File: src/rtl/axis_sf_packet_fifo.sv
`default_nettype none
// ============================================================================
// Module   : axis_sf_packet_fifo
// Purpose  : Store-and-forward AXI-Stream packet FIFO. A packet becomes
//            visible on the master side only once its last beat has been
//            stored. m_valid_o therefore never drops inside a packet because
//            of the upstream producer.
// Config   : AXIS_SF_DROP_OVERSIZE_EN (define to enable)
//            defined   - packets longer than DEPTH beats are discarded and
//                        reported with a one-cycle drop_pulse_o
//            undefined - no drop FSM, drop_pulse_o tied low. Oversize
//                        packets are illegal and stall with s_ready_o low.
// Ports    : clk           clock, all logic on the rising edge
//            rst           asynchronous active-high reset
//            s_valid_i     slave beat valid
//            s_ready_o     slave beat ready (registers only, not s_valid_i)
//            s_data_i      slave data, word i at [i*WORD_W +: WORD_W]
//            s_keep_i      slave per-word keep (stored unmodified)
//            s_last_i      slave end of packet
//            m_valid_o     master beat valid (committed data available)
//            m_ready_i     master beat ready
//            m_data_o      master data
//            m_keep_o      master keep
//            m_last_o      master end of packet
//            pkt_count_o   number of complete packets stored
//            drop_pulse_o  one-cycle pulse when an oversize packet ends
// Revision : 1.0  initial release
// ============================================================================
module axis_sf_packet_fifo #(
  parameter int WORD_W = 8,
  parameter int BUS_W  = 32,
  parameter int DEPTH  = 64
) (
  input  logic                                clk,
  input  logic                                rst,
  input  logic                                s_valid_i,
  output logic                                s_ready_o,
  input  logic [(BUS_W/WORD_W)*WORD_W-1:0]    s_data_i,
  input  logic [BUS_W/WORD_W-1:0]             s_keep_i,
  input  logic                                s_last_i,
  output logic                                m_valid_o,
  input  logic                                m_ready_i,
  output logic [(BUS_W/WORD_W)*WORD_W-1:0]    m_data_o,
  output logic [BUS_W/WORD_W-1:0]             m_keep_o,
  output logic                                m_last_o,
  output logic [$clog2(DEPTH):0]              pkt_count_o,
  output logic                                drop_pulse_o
);

  localparam int c_wpb = BUS_W / WORD_W;
  localparam int c_dw  = c_wpb * WORD_W;
  localparam int c_aw  = $clog2(DEPTH);
  localparam int c_pw  = c_aw + 1;

  localparam logic [c_pw-1:0] c_depth    = c_pw'(DEPTH);
  localparam logic [c_pw-1:0] c_ptr_one  = c_pw'(1);
  localparam logic [c_aw-1:0] c_last_idx = c_aw'(DEPTH - 1);

  // Storage
  logic [c_dw-1:0]  mem_data_q [DEPTH];
  logic [c_wpb-1:0] mem_keep_q [DEPTH];
  logic             mem_last_q [DEPTH];

  // Pointers carry one extra wrap bit so full and empty are distinguishable
  logic [c_pw-1:0] wr_ptr_q,     wr_ptr_d;
  logic [c_pw-1:0] commit_ptr_q, commit_ptr_d;
  logic [c_pw-1:0] rd_ptr_q,     rd_ptr_d;
  logic [c_pw-1:0] pkt_count_q,  pkt_count_d;
  logic [c_aw-1:0] beat_cnt_q,   beat_cnt_d;
  logic            rdy_en_q;

  logic [c_pw-1:0] w_used;
  logic            w_full;
  logic            w_accept;
  logic            w_wr;
  logic            w_commit;
  logic            w_rd;
  logic            w_rd_last;
  logic            w_cnt_at_max;
  logic            w_in_drop;
  logic            w_drop_start;

  assign w_used       = wr_ptr_q - rd_ptr_q;
  assign w_full       = (w_used == c_depth);
  assign w_cnt_at_max = (beat_cnt_q == c_last_idx);

`ifdef AXIS_SF_DROP_OVERSIZE_EN
  localparam logic [0:0] c_st_accept = 1'b0;
  localparam logic [0:0] c_st_drop   = 1'b1;

  logic [0:0] state_q, state_d;
  logic       drop_pulse_q;
  logic       w_drop_end;

  // State register
  always_ff @(posedge clk or posedge rst) begin
    if (rst) begin
      state_q <= c_st_accept;
    end else begin
      state_q <= state_d;
    end
  end

  // Next-state logic
  always_comb begin
    state_d = state_q;
    case (state_q)
      c_st_accept: if (w_accept && !s_last_i && w_cnt_at_max) state_d = c_st_drop;
      c_st_drop:   if (w_accept && s_last_i)                  state_d = c_st_accept;
      default:     state_d = c_st_accept;
    endcase
  end

  assign w_in_drop = (state_q == c_st_drop);

  // Output logic
  always_comb begin
    w_drop_start = 1'b0;
    w_drop_end   = 1'b0;
    if (state_q == c_st_accept) begin
      // The DEPTH-th beat is not last: the packet can never fit
      w_drop_start = w_accept && !s_last_i && w_cnt_at_max;
    end else begin
      w_drop_end   = w_accept && s_last_i;
    end
  end

  always_ff @(posedge clk or posedge rst) begin
    if (rst) begin
      drop_pulse_q <= 1'b0;
    end else begin
      drop_pulse_q <= w_drop_end;
    end
  end

  assign drop_pulse_o = drop_pulse_q;
`else
  assign w_in_drop    = 1'b0;
  assign w_drop_start = 1'b0;
  assign drop_pulse_o = 1'b0;

`ifndef SYNTHESIS
  // A packet longer than DEPTH beats can never be committed
  a_no_oversize_packet: assert property (@(posedge clk) disable iff (rst)
    !(w_accept && !s_last_i && w_cnt_at_max));
`endif
`endif

  // While dropping, beats are swallowed regardless of occupancy
  assign s_ready_o = rdy_en_q && (w_in_drop || !w_full);
  assign w_accept  = s_valid_i && s_ready_o;
  assign w_wr      = w_accept && !w_in_drop;
  assign w_commit  = w_wr && s_last_i;

  assign m_valid_o = (rd_ptr_q != commit_ptr_q);
  assign m_data_o  = mem_data_q[rd_ptr_q[c_aw-1:0]];
  assign m_keep_o  = mem_keep_q[rd_ptr_q[c_aw-1:0]];
  assign m_last_o  = mem_last_q[rd_ptr_q[c_aw-1:0]];
  assign w_rd      = m_valid_o && m_ready_i;
  assign w_rd_last = w_rd && m_last_o;

  assign pkt_count_o = pkt_count_q;

  always_comb begin
    wr_ptr_d     = wr_ptr_q;
    commit_ptr_d = commit_ptr_q;
    rd_ptr_d     = rd_ptr_q;
    pkt_count_d  = pkt_count_q;
    beat_cnt_d   = beat_cnt_q;

    // Rewinding to commit_ptr throws away the partial oversize packet
    if (w_drop_start) begin
      wr_ptr_d = commit_ptr_q;
    end else if (w_wr) begin
      wr_ptr_d = wr_ptr_q + c_ptr_one;
    end

    if (w_commit) begin
      commit_ptr_d = wr_ptr_q + c_ptr_one;
    end

    if (w_rd) begin
      rd_ptr_d = rd_ptr_q + c_ptr_one;
    end

    case ({w_commit, w_rd_last})
      2'b10:   pkt_count_d = pkt_count_q + c_ptr_one;
      2'b01:   pkt_count_d = pkt_count_q - c_ptr_one;
      default: pkt_count_d = pkt_count_q;
    endcase

    if (w_commit || w_drop_start) begin
      beat_cnt_d = '0;
    end else if (w_wr) begin
      beat_cnt_d = beat_cnt_q + 1'b1;
    end
  end

  always_ff @(posedge clk or posedge rst) begin
    if (rst) begin
      wr_ptr_q     <= '0;
      commit_ptr_q <= '0;
      rd_ptr_q     <= '0;
      pkt_count_q  <= '0;
      beat_cnt_q   <= '0;
      rdy_en_q     <= 1'b0;
    end else begin
      wr_ptr_q     <= wr_ptr_d;
      commit_ptr_q <= commit_ptr_d;
      rd_ptr_q     <= rd_ptr_d;
      pkt_count_q  <= pkt_count_d;
      beat_cnt_q   <= beat_cnt_d;
      // Holds s_ready_o low until the first edge after reset release
      rdy_en_q     <= 1'b1;
    end
  end

  // Storage array carries no reset; only the pointers define its content
  always_ff @(posedge clk) begin
    if (w_wr) begin
      mem_data_q[wr_ptr_q[c_aw-1:0]] <= s_data_i;
      mem_keep_q[wr_ptr_q[c_aw-1:0]] <= s_keep_i;
      mem_last_q[wr_ptr_q[c_aw-1:0]] <= s_last_i;
    end
  end

endmodule
`default_nettype wire

File: config.mk
export PLATFORM = sky130hd
export DESIGN_NAME = axis_sf_packet_fifo
export DESIGN_NICKNAME = d
export VERILOG_FILES = /design/src/rtl/axis_sf_packet_fifo.sv
export SDC_FILE = /design/constraint.sdc
export NUM_CORES = 2
export LEC_CHECK = 0
export CAP_MARGIN = 5
export CELL_PAD_IN_SITES_DETAIL_PLACEMENT = 1
export CELL_PAD_IN_SITES_GLOBAL_PLACEMENT = 1
export CORE_ASPECT_RATIO = 1.5
export CORE_MARGIN = 2
export CORE_UTILIZATION = 50
export CTS_CLUSTER_DIAMETER = 40
export DETAILED_ROUTE_END_ITERATION = 8
export GPL_TIMING_DRIVEN = 0
export PLACE_DENSITY_LB_ADDON = 0.1
export SETUP_SLACK_MARGIN = 0.5
export SLEW_MARGIN = 15
export SYNTH_ARGS = -nofsm -noshare
export SYNTH_HDL_FRONTEND = slang
export SYNTH_SLANG_ARGS = --single-unit
File: constraint.sdc
create_clock -name clk -period 5.05 [get_ports clk]
set_input_delay 0.7575 -clock clk [delete_from_list [all_inputs] [get_ports clk]]
set_output_delay 0.7575 -clock clk [all_outputs]
set_load 0.01 [all_outputs]
==> results.md <==
* Num rows at 192
* Worst Hold Class: in -> reg
* Share of cells above drive strength 1 at 37.5%
* CTS Buf Count at 241
* Endpoints failing setup at 0
* Min Hold Slack at 0.188 ns
* Synth-to-layout area growth at 22.0%
* CTS max path bufs at 4
* F_max at 0.214 GHz
* Vert. Die Dim at 529 µm
* Largest net degree at the start of global routing at 65
* CTS tree: built
* Crit path from: rd_ptr_q[0]
* Synth Net Count at 4137
* Placeable Area at 183000 µm²
* Critical setup path kind: reg -> out
* Fin area at 112000 µm²
* Setup_tns at 0 ns
* Yosys Warn Count at 0
* Vias per cell at 6.69
* Top post-synthesis cells by count: edfxtp_1, mux4_2, nor2_1
* Routing usage on met2 at 57.1%
* Post-route DRC at 0
* RR Startpoint: rd_ptr_q[2]
* CP Capture Type: output pin
* Initial DRT Pass Iterations at 6
* Number of flops mapped to enable cells by yosys at 2368
* Vias at 49600
* CTS Root Cell: clkbuf_16
* Final wirelength at 321000 µm
* Top cells by area, synth: edfxtp_1, mux4_2, mux2i_1
* Syn Area/Cell at 22.5 µm²
* Power Total at 63.9 mW
* Fillers at 14700
* DR iter-0 viols at 7165
* Top_reg_cell synth: edfxtp_1
* Startpoint class of the critical path: flop
* Final GP Congestion at 0.833
* Die Wd at 354 µm
* PortBufs at 86
* Vias in the first global route at 50500
* IO Pins at 88
* Met1 Use GR at 43.6%
* Cells after Synth at 4081
* Initial antenna violation count at 11
* Tmin final at 4.67 ns
* Peak supply drop at 0.365 mV
* Gr ovfl total at 0
* Worst slew pin tran at 1.02 ns
* Final period util at 92.5%
* Most frequent cell after synthesis: edfxtp_1
* Cell Area, Placed at 101000 µm²
* Post-synth ARST share at 1.21%
* Max cap viols at 0
* Syn Std Cell Area at 91900 µm²
* Clock Sinks at 2397
* Post-synth top area cell: edfxtp_1
* Final hold violations at 0
* HPWL Detailed at 226000 µm
* Most Used Layer, Global Route: met2
* H-tree Lvls at 4
* Die area at 187000 µm²
* Status: completed
* Pleak at 36.3 nW
* M3 GR Usage at 5.70%
* Seq/Total Area, Yosys at 78.1%
* Initial Util at 50.3%
* Crit Path Max Fanout at 11
* RSZ-0062 raised after global routing: yes
* WL per Instance at 43.3 µm
* Clk slew on worst S/H paths at 0.07 ns
* Unique masters post-synth at 62
* Antenna Nets Post-Route at 0
* Post-layout util at 61.4%
* Worst Path Required at 4.29 ns
* First-pass GRT wire length at 432000 µm
* Later-pin clock latency in the skew report at 0.93 ns
* Hold Crit Start: s_data_i[14]
* Arr. time, crit path at 3.91 ns
* Yosys reg bits at 2397
* Max Slew Vio Count at 0
* Final-stage net count at 4854
* Slew margin rel. at 31.7%
* Worst Skew at 0.0574 ns
* PwrDens at 570 nW/µm²
* GRT Overall Usage at 34.4%
* Yosys top cell area share at 77.4%
-- routing by layer --
layer	share of wire, %	vias to the layer above
met3	9.2	781
met1	35	26900
met5	0.015	-
met2	50	3088
li1	-	18800
met4	6.6	8
-- through the flow --
step	worst slack, ns	instances
after floorplan	-0.410	4081
after global placement	-8.44	6592
after detailed placement	-1.16	6905
after CTS	0.340	7357
after global routing	0.358	7416
final	0.379	7419
-- sequential cells by signal (all words and copies together) (netlist names) --
register	count
mem_data_q	2048
mem_keep_q	256
mem_last_q	64
commit_ptr_q	7
pkt_count_o	7
rd_ptr_q	7
wr_ptr_q	7
rdy_en_q	1
-- layout by cell type, fill, tap and decap left out, types with 19 or more instances in the layout --
master           Yosys  final
edfxtp_1          2368   2368
nor2_4               0     54
bufinv_16            0     22
clkbuf_1            89     46
clkbuf_4             0     27
clkbuf_8             0     24
buf_4               45    218
buf_6               25     75
mux4_2             601    601
clkinvlp_4           0     20
buf_16               0     65
dlymetal6s2s_1       0     21
buf_2               41     46
a21oi_1             29     23
nand2_1            134    127
a22o_1              19     19
a22oi_1             52     32
a22oi_2              0     20
inv_6                0     20
clkinv_2             0     40
clkinv_1             1     41
nor2_1             146     85
buf_8                0     24
dfrtp_1             29     25
buf_12               0    135
clkdlybuf4s50_1      0     19
mux2i_1             76     52
clkbuf_16            0    254
o22ai_1             65     48
-- final timing paths --
check,to,slack [ns],cells past startpoint
min,mem_data_q[31][14],0.19,1
max in group asynchronous,rd_ptr_q[0],4.24,2
min in group asynchronous,pkt_count_o[0],0.31,2
max,m_data_o[0],0.38,11
min reg2reg,pkt_count_o[6],0.48,1
max reg2reg,mem_data_q[0][28],0.45,16
-- area by class of cell --
class | instances | area, µm² | share of cell area (%)
sequential | 2397 | 71800 | 64.1
timing repair buffer | 474 | 5910 | 5.27
antenna | 4 | 10.0 | 0.00893
multi-input combinational | 1441 | 20400 | 18.2
clock inverter | 154 | 1480 | 1.32
inverter | 14 | 68.8 | 0.0614
tap | 2425 | 3030 | 2.71
clock buffer | 281 | 6240 | 5.57
buffer | 229 | 3090 | 2.76
-- critical path: stages, from the launching register on --
cell           delay (ns)
dfrtp_2              0.40
buf_12               0.18
buf_16               0.21
buf_16               0.21
buf_16               0.19
buf_4                0.14
mux4_2               0.50
a22oi_1              0.17
a21oi_1              0.13
nor2_4               0.27
o221ai_4             0.23
dlygate4sd2_1        0.34
-- cell families after synthesis --
kind of cell,synth area share [%]
AO/OA/AOI/OAI,2.29
multiplexers,15.7
flip-flops,78.1
adder cells (fa/ha/maj),0.212
other,0.00817
XOR/XNOR,0.295
buffers and inverters,1.44
AND/OR/NAND/NOR,1.95
-- power breakdown --
group | leakage, nW | switching, mW | internal, mW
Clock | 3.75 | 7.87 | 10.0
Sequential | 21.6 | 0.161 | 22.3
Combinational | 10.9 | 13.8 | 9.83
Total | 36.3 | 21.8 | 42.1
-- what timing repair did --
item                       in CTS  in global routing
pin swaps                      27                 27
buffers inserted               16                 55
hold buffers                    0                  0
cloned                          1                  3
setup endpoints to repair    2420                331
resized for setup             630                197
Note: power is estimated with default switching activity, not from simulation.
